### src/rtl/fetch_unit.sv
// Instruction fetch unit: issues one request at a time to instruction memory and
// holds each fetched instruction for decode, with redirect handling and a fetch timeout.
module fetch_unit #(
  parameter int              XLEN     = 64,
  parameter int              ILEN     = 32,
  parameter logic [XLEN-1:0] RESET_PC = '0,
  parameter int              TIMEOUT  = 255
) (
  input  logic            clk,
  input  logic            rst,
  output logic            mem_req,
  output logic [XLEN-1:0] mem_addr,
  input  logic            mem_ack,
  input  logic [ILEN-1:0] mem_rdata,
  input  logic            redirect,
  input  logic [XLEN-1:0] redirect_pc,
  output logic            instr_valid,
  input  logic            instr_ready,
  output logic [ILEN-1:0] instr,
  output logic [XLEN-1:0] instr_pc,
  output logic [6:0]      opcode,
  output logic [4:0]      rd,
  output logic [4:0]      rs1,
  output logic [4:0]      rs2,
  output logic            fault,
  output logic [1:0]      fault_cause
);

  localparam int            CW      = (TIMEOUT < 1) ? 1 : $clog2(TIMEOUT + 1);
  localparam logic [CW-1:0] CNT_MAX = '1;
  localparam logic [CW-1:0] TMO     = CW'(TIMEOUT);

  typedef enum logic [1:0] {START, FETCH, HOLD, FAULT} state_t;

  state_t          state;
  logic [XLEN-1:0] pc;
  logic            drop;
  logic [CW-1:0]   wait_cnt;

  logic            misaligned;
  logic [CW-1:0]   cnt_inc;
  logic            timed_out;

  assign misaligned = redirect && (redirect_pc[1:0] != 2'b00);
  assign cnt_inc    = (wait_cnt == CNT_MAX) ? wait_cnt : wait_cnt + 1'b1;
  assign timed_out  = (TIMEOUT > 0) && (cnt_inc >= TMO);

  assign opcode = instr[6:0];
  assign rd     = instr[11:7];
  assign rs1    = instr[19:15];
  assign rs2    = instr[24:20];

  always_ff @(posedge clk) begin
    if (rst) begin
      state       <= START;
      pc          <= RESET_PC;
      mem_req     <= 1'b0;
      mem_addr    <= '0;
      instr_valid <= 1'b0;
      instr       <= '0;
      instr_pc    <= '0;
      fault       <= 1'b0;
      fault_cause <= 2'b00;
      drop        <= 1'b0;
      wait_cnt    <= '0;
    end else begin
      case (state)
        START: begin
          if (misaligned) begin
            state       <= FAULT;
            fault       <= 1'b1;
            fault_cause <= 2'b01;
          end else begin
            state    <= FETCH;
            mem_req  <= 1'b1;
            wait_cnt <= '0;
            if (redirect) begin
              pc       <= redirect_pc;
              mem_addr <= redirect_pc;
            end else begin
              mem_addr <= pc;
            end
          end
        end

        // A redirect that arrives before the ack cannot cancel the bus request,
        // so the stale response is swallowed via drop before refetching.
        FETCH: begin
          if (misaligned) begin
            state       <= FAULT;
            fault       <= 1'b1;
            fault_cause <= 2'b01;
            drop        <= 1'b0;
            if (mem_ack) mem_req <= 1'b0;
          end else if (mem_ack) begin
            wait_cnt <= '0;
            if (redirect) begin
              pc       <= redirect_pc;
              mem_addr <= redirect_pc;
              drop     <= 1'b0;
            end else if (drop) begin
              drop     <= 1'b0;
              mem_addr <= pc;
            end else begin
              instr       <= mem_rdata;
              instr_pc    <= mem_addr;
              pc          <= pc + XLEN'(4);
              mem_req     <= 1'b0;
              instr_valid <= 1'b1;
              state       <= HOLD;
            end
          end else begin
            wait_cnt <= cnt_inc;
            if (redirect) begin
              pc   <= redirect_pc;
              drop <= 1'b1;
            end else if (timed_out) begin
              state       <= FAULT;
              fault       <= 1'b1;
              fault_cause <= 2'b10;
              mem_req     <= 1'b0;
            end
          end
        end

        HOLD: begin
          if (misaligned) begin
            state       <= FAULT;
            fault       <= 1'b1;
            fault_cause <= 2'b01;
            instr_valid <= 1'b0;
          end else if (redirect) begin
            pc          <= redirect_pc;
            mem_addr    <= redirect_pc;
            mem_req     <= 1'b1;
            instr_valid <= 1'b0;
            wait_cnt    <= '0;
            state       <= FETCH;
          end else if (instr_ready) begin
            mem_addr    <= pc;
            mem_req     <= 1'b1;
            instr_valid <= 1'b0;
            wait_cnt    <= '0;
            state       <= FETCH;
          end
        end

        FAULT: begin
          if (mem_req && mem_ack) mem_req <= 1'b0;
        end
      endcase
    end
  end

endmodule

### config.mk
export PLATFORM = sky130hd
export DESIGN_NAME = fetch_unit
export DESIGN_NICKNAME = d
export VERILOG_FILES = /design/src/rtl/fetch_unit.sv
export SDC_FILE = /design/constraint.sdc
export NUM_CORES = 1
export LEC_CHECK = 0
export CAP_MARGIN = 20
export CORE_ASPECT_RATIO = 0.9
export CORE_UTILIZATION = 50
export CTS_CLUSTER_DIAMETER = 80
export DETAILED_ROUTE_END_ITERATION = 16
export HOLD_SLACK_MARGIN = 0.03
export PLACE_DENSITY = 0.85
export SYNTH_ARGS = -nofsm -noshare
export SYNTH_HDL_FRONTEND = slang
export SYNTH_SLANG_ARGS = --single-unit
### constraint.sdc
create_clock -name clk -period 3.5 [get_ports clk]
set_clock_uncertainty 0.15 [all_clocks]
set_input_delay 0.35 -clock clk [delete_from_list [all_inputs] [get_ports clk]]
set_output_delay 0.35 -clock clk [all_outputs]
set_load 0.02 [all_outputs]
==> flow_metrics.env <==
export IMPL_grt_pass1_vias=11100
export IMPL_synthCells=1468
export IMPL_cts_clk_slew_worst_paths_ns=0.06
export IMPL_ys_seq_area_share_pct=42.1
export IMPL_totalWireLength_microns=37000
export IMPL_cp_arrival_ns=3.27
export IMPL_max_slew_worst_pin_slew_ns=0.963
export IMPL_p_clk_share_pct=40.2
export IMPL_rsz0062_at_grt="false"
export IMPL_cts_sinks=240
export IMPL_nNetsFinal=1774
export IMPL_ctsResizeCount=0
export IMPL_placed_area_sq_mm=0.0143
export IMPL_violations="design-rule violations"
export IMPL_finalCritPeriodShare_pct=84.8
export IMPL_gr_total_overflow=0
export IMPL_synth_seq_cells=240
export IMPL_htreeDepth=1
export IMPL_fin_util_pct=68.0
export IMPL_fin_cells=1989
export IMPL_ys_flop_type="dfxtp_1"
export IMPL_hold_path_class="in -> reg"
export IMPL_io_pins=288
export IMPL_worst_ep_required_time_ns=3.80
export IMPL_cell_internal_pwr_mw=5.17
export IMPL_layout_drive_gt1_share_pct=5.44
export IMPL_swShare_pct=27.8
export IMPL_ant_nets=0
export IMPL_synth_top_cells_by_count="nand2_1, dfxtp_1, a21oi_1, nor2_1, clkbuf_1"
export IMPL_final_hold_viol_count=0
export IMPL_power_total_mw=7.17
export IMPL_synth_most_common_cell="nand2_1"
export IMPL_outcome="finished with violations"
export IMPL_yosysUniqueCellTypes=63
export IMPL_grt_pass1_wl_microns=58300
export IMPL_initialDrtViolationCount=1393
export IMPL_start_util_pct=50.9
export IMPL_timing_fmax_mhz=337
export IMPL_dr_total_vias=12000
export IMPL_vias_per_cell=6.02
export IMPL_setup_violations=0
export IMPL_vdd_drop_max_v=0.000375
export IMPL_grtUsageTotal_pct=30.3
export IMPL_placed_cells=1939
export IMPL_antenna_found_initial=1
export IMPL_pwr_density_cell_mw_per_mm2=470
export IMPL_p_switching_mw=2.00
export IMPL_tritoncts_num_buffers=26
export IMPL_cts_tree="yes"
export IMPL_yosys_warnings=0
export IMPL_synth_top_area_cell="dfxtp_1"
export IMPL_grt_use_met3_pct=6.58
export IMPL_end_kind="flip-flop"
export IMPL_firstDrtPassIters=12
export IMPL_drc=1
export IMPL_met2_usage_pct=50.2
export IMPL_worstSetupStartpointType="flip-flop"
export IMPL_fin_area_sq_mm=0.0153
export IMPL_core_area_sq_mm=0.0224
export IMPL_fin_crit_ns=2.97
export IMPL_use_met1_pct=39.5
export IMPL_die_h_microns=145
export IMPL_p_leak_nw=5.15
export IMPL_portBuffers=287
export IMPL_finalWeightedCongestion=0.958
export IMPL_syn_nets=1571
export IMPL_async_reset_ff_share_pct=0
export IMPL_num_rows=52
export IMPL_critPathKind="reg -> reg"
export IMPL_avgSynthCellArea_sq_um=7.78
export IMPL_comb_power_share_pct=16.7
export IMPL_p_seq_share_pct=43.0
export IMPL_postCtsHoldBufs=0
export IMPL_synth_edf_count=0
export IMPL_die_x_microns=161
export IMPL_synth_area_leaders="dfxtp_1, nand2_1, a21oi_1"
export IMPL_crit_path_max_fanout=9
export IMPL_clock_path_buffers=3
export IMPL_slew_headroom_pct=35.2
export IMPL_die_area_sq_mm=0.0234
export IMPL_syn2layout_area_growth_pct=33.7
export IMPL_max_cap_viol_count=0
export IMPL_synth_top_area_share_pct=42.1
export IMPL_grt_max_degree=187
export IMPL_tns_ns=0
export IMPL_clock_latency_ns=0.54
export IMPL_post_cts_setup_buffers=0
export IMPL_wl_per_cell_microns=18.6
export IMPL_report_final_slew_viol_count=0
export IMPL_grt_busiest_layer="met2"
export IMPL_post_dp_hpwl_microns=25100
export IMPL_cts_root_buf="clkbuf_16"
export IMPL_syn_cell_area_sq_mm=0.0114
layer usage:
metal / up-vias / share of wire [%]
met5: - / 0
li1: 5719 / -
met1: 5618 / 41
met3: 81 / 8.6
met2: 561 / 47
met4: 0 / 2.8
layout make-up:
class,count,area [sq um]
clock buffers,37,763
well taps,297,372
clock inverters,11,140
inverters,11,41.3
fillers,1860,7190
multi-input cells,1077,5980
diodes,1,2.50
repair buffers,315,3160
flip-flops and latches,240,4800
registers in the layout (all words and copies together) (netlist names):
name         cells
instr_valid      1
state            2
mem_req          1
instr_pc        64
drop             1
fault            1
mem_addr        64
instr           32
wait_cnt         8
fault_cause      2
pc              64
worst max-delay path, cell delays in order (launching register included):
cell	delay (ns)
dfxtp_1	0.47
nand4_1	0.29
or4_4	0.56
or4_1	0.71
or4_1	0.53
a31oi_1	0.17
power by group through the flow:
| stage | Sequential (mW) | Clock, mW | Combinational [mW] |
|---|---|---|---|
| after floorplan | 3.22 | 0 | 0.542 |
| after global placement | 3.13 | 0 | 1.16 |
| after detailed placement | 3.14 | 0 | 1.19 |
| after CTS | 3.08 | 2.92 | 1.19 |
| after global routing | 3.11 | 3.03 | 1.29 |
| final | 3.09 | 2.88 | 1.20 |
cells by family after synthesis:
kind of cell / synth area share [%]
compound gates: 22.6
fa+ha+maj: 0.219
simple gates: 25.7
mux: 3.61
flops: 42.1
buf+inv: 5.82
per-stage QoR:
step,hold slack (ns),setup slack [ns]
after floorplan,0.302,0.857
after global placement,0.291,0.643
after detailed placement,0.297,0.513
after CTS,0.0300,0.617
after global routing,0.0473,0.448
final,0.0364,0.532
layout by cell type, fill, tap and decap left out, drive strengths merged, types with 30 or more instances in the layout:
cell             n
dfxtp          240
buf             30
o21ai           55
mux2i           40
nand3           43
a21oi          178
clkdlybuf4s50  285
nand4           34
nand2          272
clkbuf          37
nor2           110
a211oi          68
final timing paths:
kind / start / endpoint / slack (ns) / cells after the start
worst min register to register: instr[12] / instr[12] / 0.30 / 2
worst max register to register: pc[9] / pc[63] / 0.53 / 5
worst max-delay path: pc[9] / pc[63] / 0.53 / 5
worst min-delay path: rst / instr_pc[56] / 0.04 / 2
Power figures use the tool's default switching activity.
